**src/rtl/screen_sequencer.sv**
```systemverilog
// Screen controller for the runner game: sequences MENU/PLAY/OVER on frame
// boundaries, gates the game logic and selects which renderer drives RGB.
module screen_sequencer #(
  parameter int H_ACTIVE         = 640,
  parameter int V_ACTIVE         = 480,
  parameter int DEBOUNCE_CYCLES  = 16,
  parameter int OVER_HOLD_FRAMES = 60
) (
  input  logic        clk,
  input  logic        rst_n,
  input  logic [15:0] Hcount,
  input  logic [15:0] Vcount,
  input  logic        btn_start,
  input  logic        collision,
  input  logic [11:0] menu_rgb,
  input  logic [11:0] play_rgb,
  input  logic [11:0] over_rgb,
  output logic [3:0]  r_red,
  output logic [3:0]  r_green,
  output logic [3:0]  r_blue,
  output logic        game_run,
  output logic        game_reset,
  output logic [1:0]  state
);

  localparam int              CNT_W     = $clog2(DEBOUNCE_CYCLES);
  localparam logic [CNT_W-1:0] CNT_LAST = CNT_W'(DEBOUNCE_CYCLES - 1);
  localparam logic [15:0]     H_LIM     = 16'(H_ACTIVE);
  localparam logic [15:0]     V_LIM     = 16'(V_ACTIVE);
  localparam logic [7:0]      HOLD_INIT = 8'(OVER_HOLD_FRAMES);

  localparam logic [1:0] S_MENU = 2'd0;
  localparam logic [1:0] S_PLAY = 2'd1;
  localparam logic [1:0] S_OVER = 2'd2;

  function automatic logic [7:0] sat_dec(input logic [7:0] v);
    return (v == 8'd0) ? 8'd0 : v - 8'd1;
  endfunction

  function automatic logic [11:0] blank_px(input logic [15:0] h, input logic [15:0] v,
                                           input logic [11:0] px);
    return ((h >= H_LIM) || (v >= V_LIM)) ? 12'd0 : px;
  endfunction

  logic             sync1, sync2, stable, stable_d;
  logic [CNT_W-1:0] db_cnt;
  logic             start_evt, frame_tick, start_ok, over_ok;
  logic             start_pend, over_pend;
  logic [1:0]       state_q, state_d;
  logic [7:0]       hold_q, hold_d;
  logic             run_d, reset_d;
  logic [11:0]      src_rgb, rgb_p1;

  // Button synchroniser and debouncer: stable follows sync2 only after
  // DEBOUNCE_CYCLES consecutive disagreeing samples.
  always_ff @(posedge clk or negedge rst_n) begin
    if (!rst_n) begin
      sync1    <= 1'b0;
      sync2    <= 1'b0;
      stable   <= 1'b0;
      stable_d <= 1'b0;
      db_cnt   <= '0;
    end else begin
      sync1    <= btn_start;
      sync2    <= sync1;
      stable_d <= stable;
      if (sync2 == stable) begin
        db_cnt <= '0;
      end else if (db_cnt == CNT_LAST) begin
        stable <= sync2;
        db_cnt <= '0;
      end else begin
        db_cnt <= db_cnt + 1'b1;
      end
    end
  end

  assign start_evt  = stable & ~stable_d;
  assign frame_tick = (Hcount == 16'd0) && (Vcount == V_LIM);
  assign start_ok   = start_evt && ((state_q == S_MENU) ||
                                    ((state_q == S_OVER) && (hold_q == 8'd0)));
  assign over_ok    = collision && (state_q == S_PLAY);

  // Requests wait here for the next frame boundary.
  always_ff @(posedge clk or negedge rst_n) begin
    if (!rst_n) begin
      start_pend <= 1'b0;
      over_pend  <= 1'b0;
    end else if (frame_tick) begin
      start_pend <= 1'b0;
      over_pend  <= 1'b0;
    end else begin
      start_pend <= start_pend | start_ok;
      over_pend  <= over_pend | over_ok;
    end
  end

  // ---- FSM state register (p0 -> p1 boundary) ----
  always_ff @(posedge clk or negedge rst_n) begin
    if (!rst_n) begin
      state_q    <= S_MENU;
      hold_q     <= 8'd0;
      game_run   <= 1'b0;
      game_reset <= 1'b0;
    end else begin
      state_q    <= state_d;
      hold_q     <= hold_d;
      game_run   <= run_d;
      game_reset <= reset_d;
    end
  end

  always_comb begin
    state_d = state_q;
    hold_d  = hold_q;
    case (state_q)
      S_MENU: if (frame_tick && (start_pend || start_ok)) state_d = S_PLAY;
      S_PLAY: if (frame_tick && (over_pend || over_ok)) begin
        state_d = S_OVER;
        hold_d  = HOLD_INIT;
      end
      S_OVER: if (frame_tick) begin
        if (hold_q != 8'd0)               hold_d  = sat_dec(hold_q);
        else if (start_pend || start_ok)  state_d = S_MENU;
      end
      default: state_d = S_MENU;
    endcase
  end

  always_comb begin
    run_d   = (state_d == S_PLAY);
    reset_d = (state_q == S_MENU) && (state_d == S_PLAY);
  end

  always_comb begin
    case (state_q)
      S_PLAY:  src_rgb = play_rgb;
      S_OVER:  src_rgb = over_rgb;
      default: src_rgb = menu_rgb;
    endcase
  end

  // ---- pixel mux register (p0 -> p1 boundary) ----
  always_ff @(posedge clk or negedge rst_n) begin
    if (!rst_n) rgb_p1 <= 12'd0;
    else        rgb_p1 <= blank_px(Hcount, Vcount, src_rgb);
  end

  assign {r_red, r_green, r_blue} = rgb_p1;
  assign state = state_q;

endmodule

```
**config.mk**
```make
export PLATFORM = sky130hd
export DESIGN_NAME = screen_sequencer
export DESIGN_NICKNAME = d
export VERILOG_FILES = /design/src/rtl/screen_sequencer.sv
export SDC_FILE = /design/constraint.sdc
export NUM_CORES = 1
export LEC_CHECK = 0
export ABC_CLOCK_PERIOD_IN_PS = 4000
export CORE_AREA = 2 2 68 70
export CTS_CLUSTER_SIZE = 20
export DETAILED_ROUTE_END_ITERATION = 8
export DIE_AREA = 0 0 70 72
export PLACE_DENSITY_LB_ADDON = 0.15
export SYNTH_ARGS = -nofsm -noshare
export SYNTH_HDL_FRONTEND = slang
export SYNTH_SLANG_ARGS = --single-unit
```
**constraint.sdc**
```tcl
create_clock -name clk -period 4 [get_ports clk]
set_clock_uncertainty 0.2 [all_clocks]
set_input_delay 1.2 -clock clk [delete_from_list [all_inputs] [get_ports clk]]
set_output_delay 1.2 -clock clk [all_outputs]
set_load 0.01 [all_outputs]
```
==> results.json <==
{
  "diodes": 0,
  "fp.dieW_um": 70,
  "run_status": "finished clean",
  "fmax_mhz": 301,
  "yosysUniqueCellTypes": 43,
  "switchingPower_mw": 0.147,
  "rr_startpoint": "state[0]",
  "cts_buffers": 5,
  "drt_iter0_drc": 85,
  "yosys.area.top_type": "dfrtp_1",
  "synth_xor_area_share_pct": 0.952,
  "clkSlewWorstSetupHoldPaths_ns": 0.07,
  "yosys.area_share.adder_pct": 4.76,
  "port_buffers": 87,
  "yosys-top-cells-area": "dfrtp_1 46%, a211oi_1 5.7%, a22oi_1 4.9%, ha_1 4.8%, nor2_1 4.3%",
  "core_area_mm2": 0.00426,
  "cts_resized": 0,
  "yosys-mux-area-fraction_pct": 1.43,
  "ios": 88,
  "cp_max_fo": 9,
  "die_y_um": 72,
  "holdPathStages": 0,
  "syn_inst": 185,
  "drv_slew": 0,
  "max_slew.worst_pin.slew_ns": 0.868,
  "dr.pass1.iters": 4,
  "ir_drop_mv": 0.152,
  "combPwrFrac_pct": 11.8,
  "r2r_cells": 6,
  "insertion_delay_ns": 0.28,
  "antenna_found_initial": 0,
  "cellPowerDensity_mw_per_mm2": 260,
  "gp_congestion": 0.777,
  "post_cts_buffers": 0,
  "ys_ff_latch": 34,
  "synth_seq_area_share_pct": 46.2,
  "setup_violations": 0,
  "power_frac_clock_pct": 41.1,
  "crit_required_ns": 3.98,
  "clock-sinks": 34,
  "synth_compound_area_share_pct": 23.6,
  "clock-root-buffer": "clkbuf_8",
  "grt_pass1_wl_mm": 7.89,
  "synthSimpleGateAreaFrac_pct": 18.0,
  "async_flop_share_pct": 100,
  "fin_setup_tns_ns": 0,
  "via_per_inst": 5.34,
  "synth_most_common_cell": "dfrtp_1",
  "synthTopCellsByCount": "34 x dfrtp_1, 21 x nor2_1, 14 x a211oi_1",
  "sequentialPowerShare_pct": 47.1,
  "critPathKind": "input port to register",
  "setup_ws_ns": 0.675,
  "crit_path_end_kind": "register",
  "drc": 0,
  "finalCritPeriodShare_pct": 83.1,
  "final_nets": 351,
  "min_to": "sync2",
  "avgRoutedWirePerCell_um": 15.4,
  "cp_data_arrival_time_ns": 3.31,
  "drive_gt1_share_pct": 8.42,
  "fin_crit_ns": 3.32,
  "syn_nets": 264,
  "leakage_nw": 1.15,
  "dpl.hpwl_mm": 3.78,
  "grt_start_max_net_pins": 35,
  "cts_tree": "yes",
  "gr-usage-all-layers_pct": 19.7,
  "syn_area_per_cell_um2": 9.95,
  "relSlewSlack_pct": 42.2,
  "cts_htree_levels": 2,
  "synth_top_family_by_area": "compound AO/OA/AOI/OAI gates",
  "hold_buffers": 0,
  "drtAntennaViolNets": 0,
  "rows": 24,
  "rsz0062_at_grt": "false",
  "grt_pass1_vias": 1699,
  "clock_path_buffers": 2,
  "vias": 1735,
  "synth_top_area_share_pct": 46.2,
  "die-area_mm2": 0.00504,
  "area_delta_synth_final_pct": 55.4,
  "overflow": 0,
  "yosys_warnings": 0,
  "pre_cts_ws_ns": 0.398,
  "ys.flop_type": "dfrtp_1",
  "max_cap_viol_count": 0,
  "start_kind": "input port",
  "start_util_pct": 43.2,
  "hold_path.class": "register to register",
  "hold_viol_final": 0,
  "netlist_area_mm2": 0.00184,
  "p_int_mw": 0.597,
  "hp-start": "sync1",
  "reg2reg_slack_ns": 1.39,
  "wl_mm": 5.00,
  "r2r-end": "hold_q[1]",
  "synth_edf_count": 0,
  "switching_share_pct": 19.7
}
## worst max-delay path, stage by stage
cell and delay (ns):
clkdlybuf4s50_1 0.39, or4_1 0.55, nor3_1 0.29, and3_1 0.32, buf_4 0.21, a211oi_1 0.11
nor4_1 0.24
## sequential cells by signal, indices dropped and copies added (netlist names)
signal,cells
sync2,1
state,2
game_reset,1
db_cnt,4
over_pend,1
rgb_p1,12
start_pend,1
hold_q,8
stable_d,1
sync1,1
game_run,1
stable,1
## metal layers
layer / vias up / track usage [%] / part of all wire [%]
met4: 0 / 5.34 / 0.92
met1: 814 / 24.6 / 45
met2: 50 / 33.9 / 49
met5: - / 0 / 0
met3: 4 / 5.42 / 5.3
li1: 867 / - / -
## placed cells by master, fill, tap and decap left out, drive strengths merged, types with 4 or more instances in the layout
cell type       n
ha              7
dfrtp          34
clkbuf          5
nor2           21
a22oi          12
inv            12
a211oi         14
o21ai           6
or3             4
clkdlybuf4s50  87
nand3           5
a21oi           9
nor3            5
nor4            5
## how the worst max path moves through the flow
stage | to | cells after the start | startpoint | slack (ns)
finish | game_reset | 7 | Vcount[13] | 0.68
detailed placement | hold_q[1] | 6 | Vcount[13] | 0.40
floorplan | hold_q[5] | 7 | Vcount[13] | 0.82
global placement | hold_q[1] | 6 | Vcount[13] | 0.42
global route | game_reset | 7 | Vcount[13] | 0.56
CTS | game_reset | 7 | Vcount[13] | 0.69
## cells by family after synthesis
| family | after synthesis |
|---|---|
| compound gates | 60 |
| simple gates | 58 |
| mux | 2 |
| flops | 34 |
| xor+xnor | 2 |
| fa+ha+maj | 7 |
| buf+inv | 22 |
## power by group through the flow
stage	clock network [mW]	logic (mW)	registers [mW]
floorplan	0	0.0100	0.356
global placement	0	0.0870	0.356
detailed placement	0	0.0883	0.357
CTS	0.315	0.0887	0.350
global route	0.330	0.0955	0.350
finish	0.306	0.0877	0.350
## cell type report
type	instances	area, µm²
fill	343	1400
timing repair buffer	90	893
tap	52	65.1
clock inverter	3	40.0
inverter	12	45.0
multi-input combinational	129	897
clock buffer	5	68.8
sequential	34	851
## per-stage QoR
step / area, µm² / cells / util [%] / hold slack (ns) / power [mW]
2_1_floorplan: 1840 / 185 / - / 0.131 / 0.366
3_3_place_gp: 2750 / 317 / 64.5 / 0.137 / 0.443
3_5_place_dp: 2750 / 317 / 64.5 / 0.142 / 0.445
4_1_cts: 2860 / 325 / 67.1 / 0.156 / 0.754
5_1_grt: 2860 / 325 / 67.1 / 0.159 / 0.776
6_report: 2860 / 325 / 67.1 / 0.158 / 0.743
(Power assumes the default switching activity.)
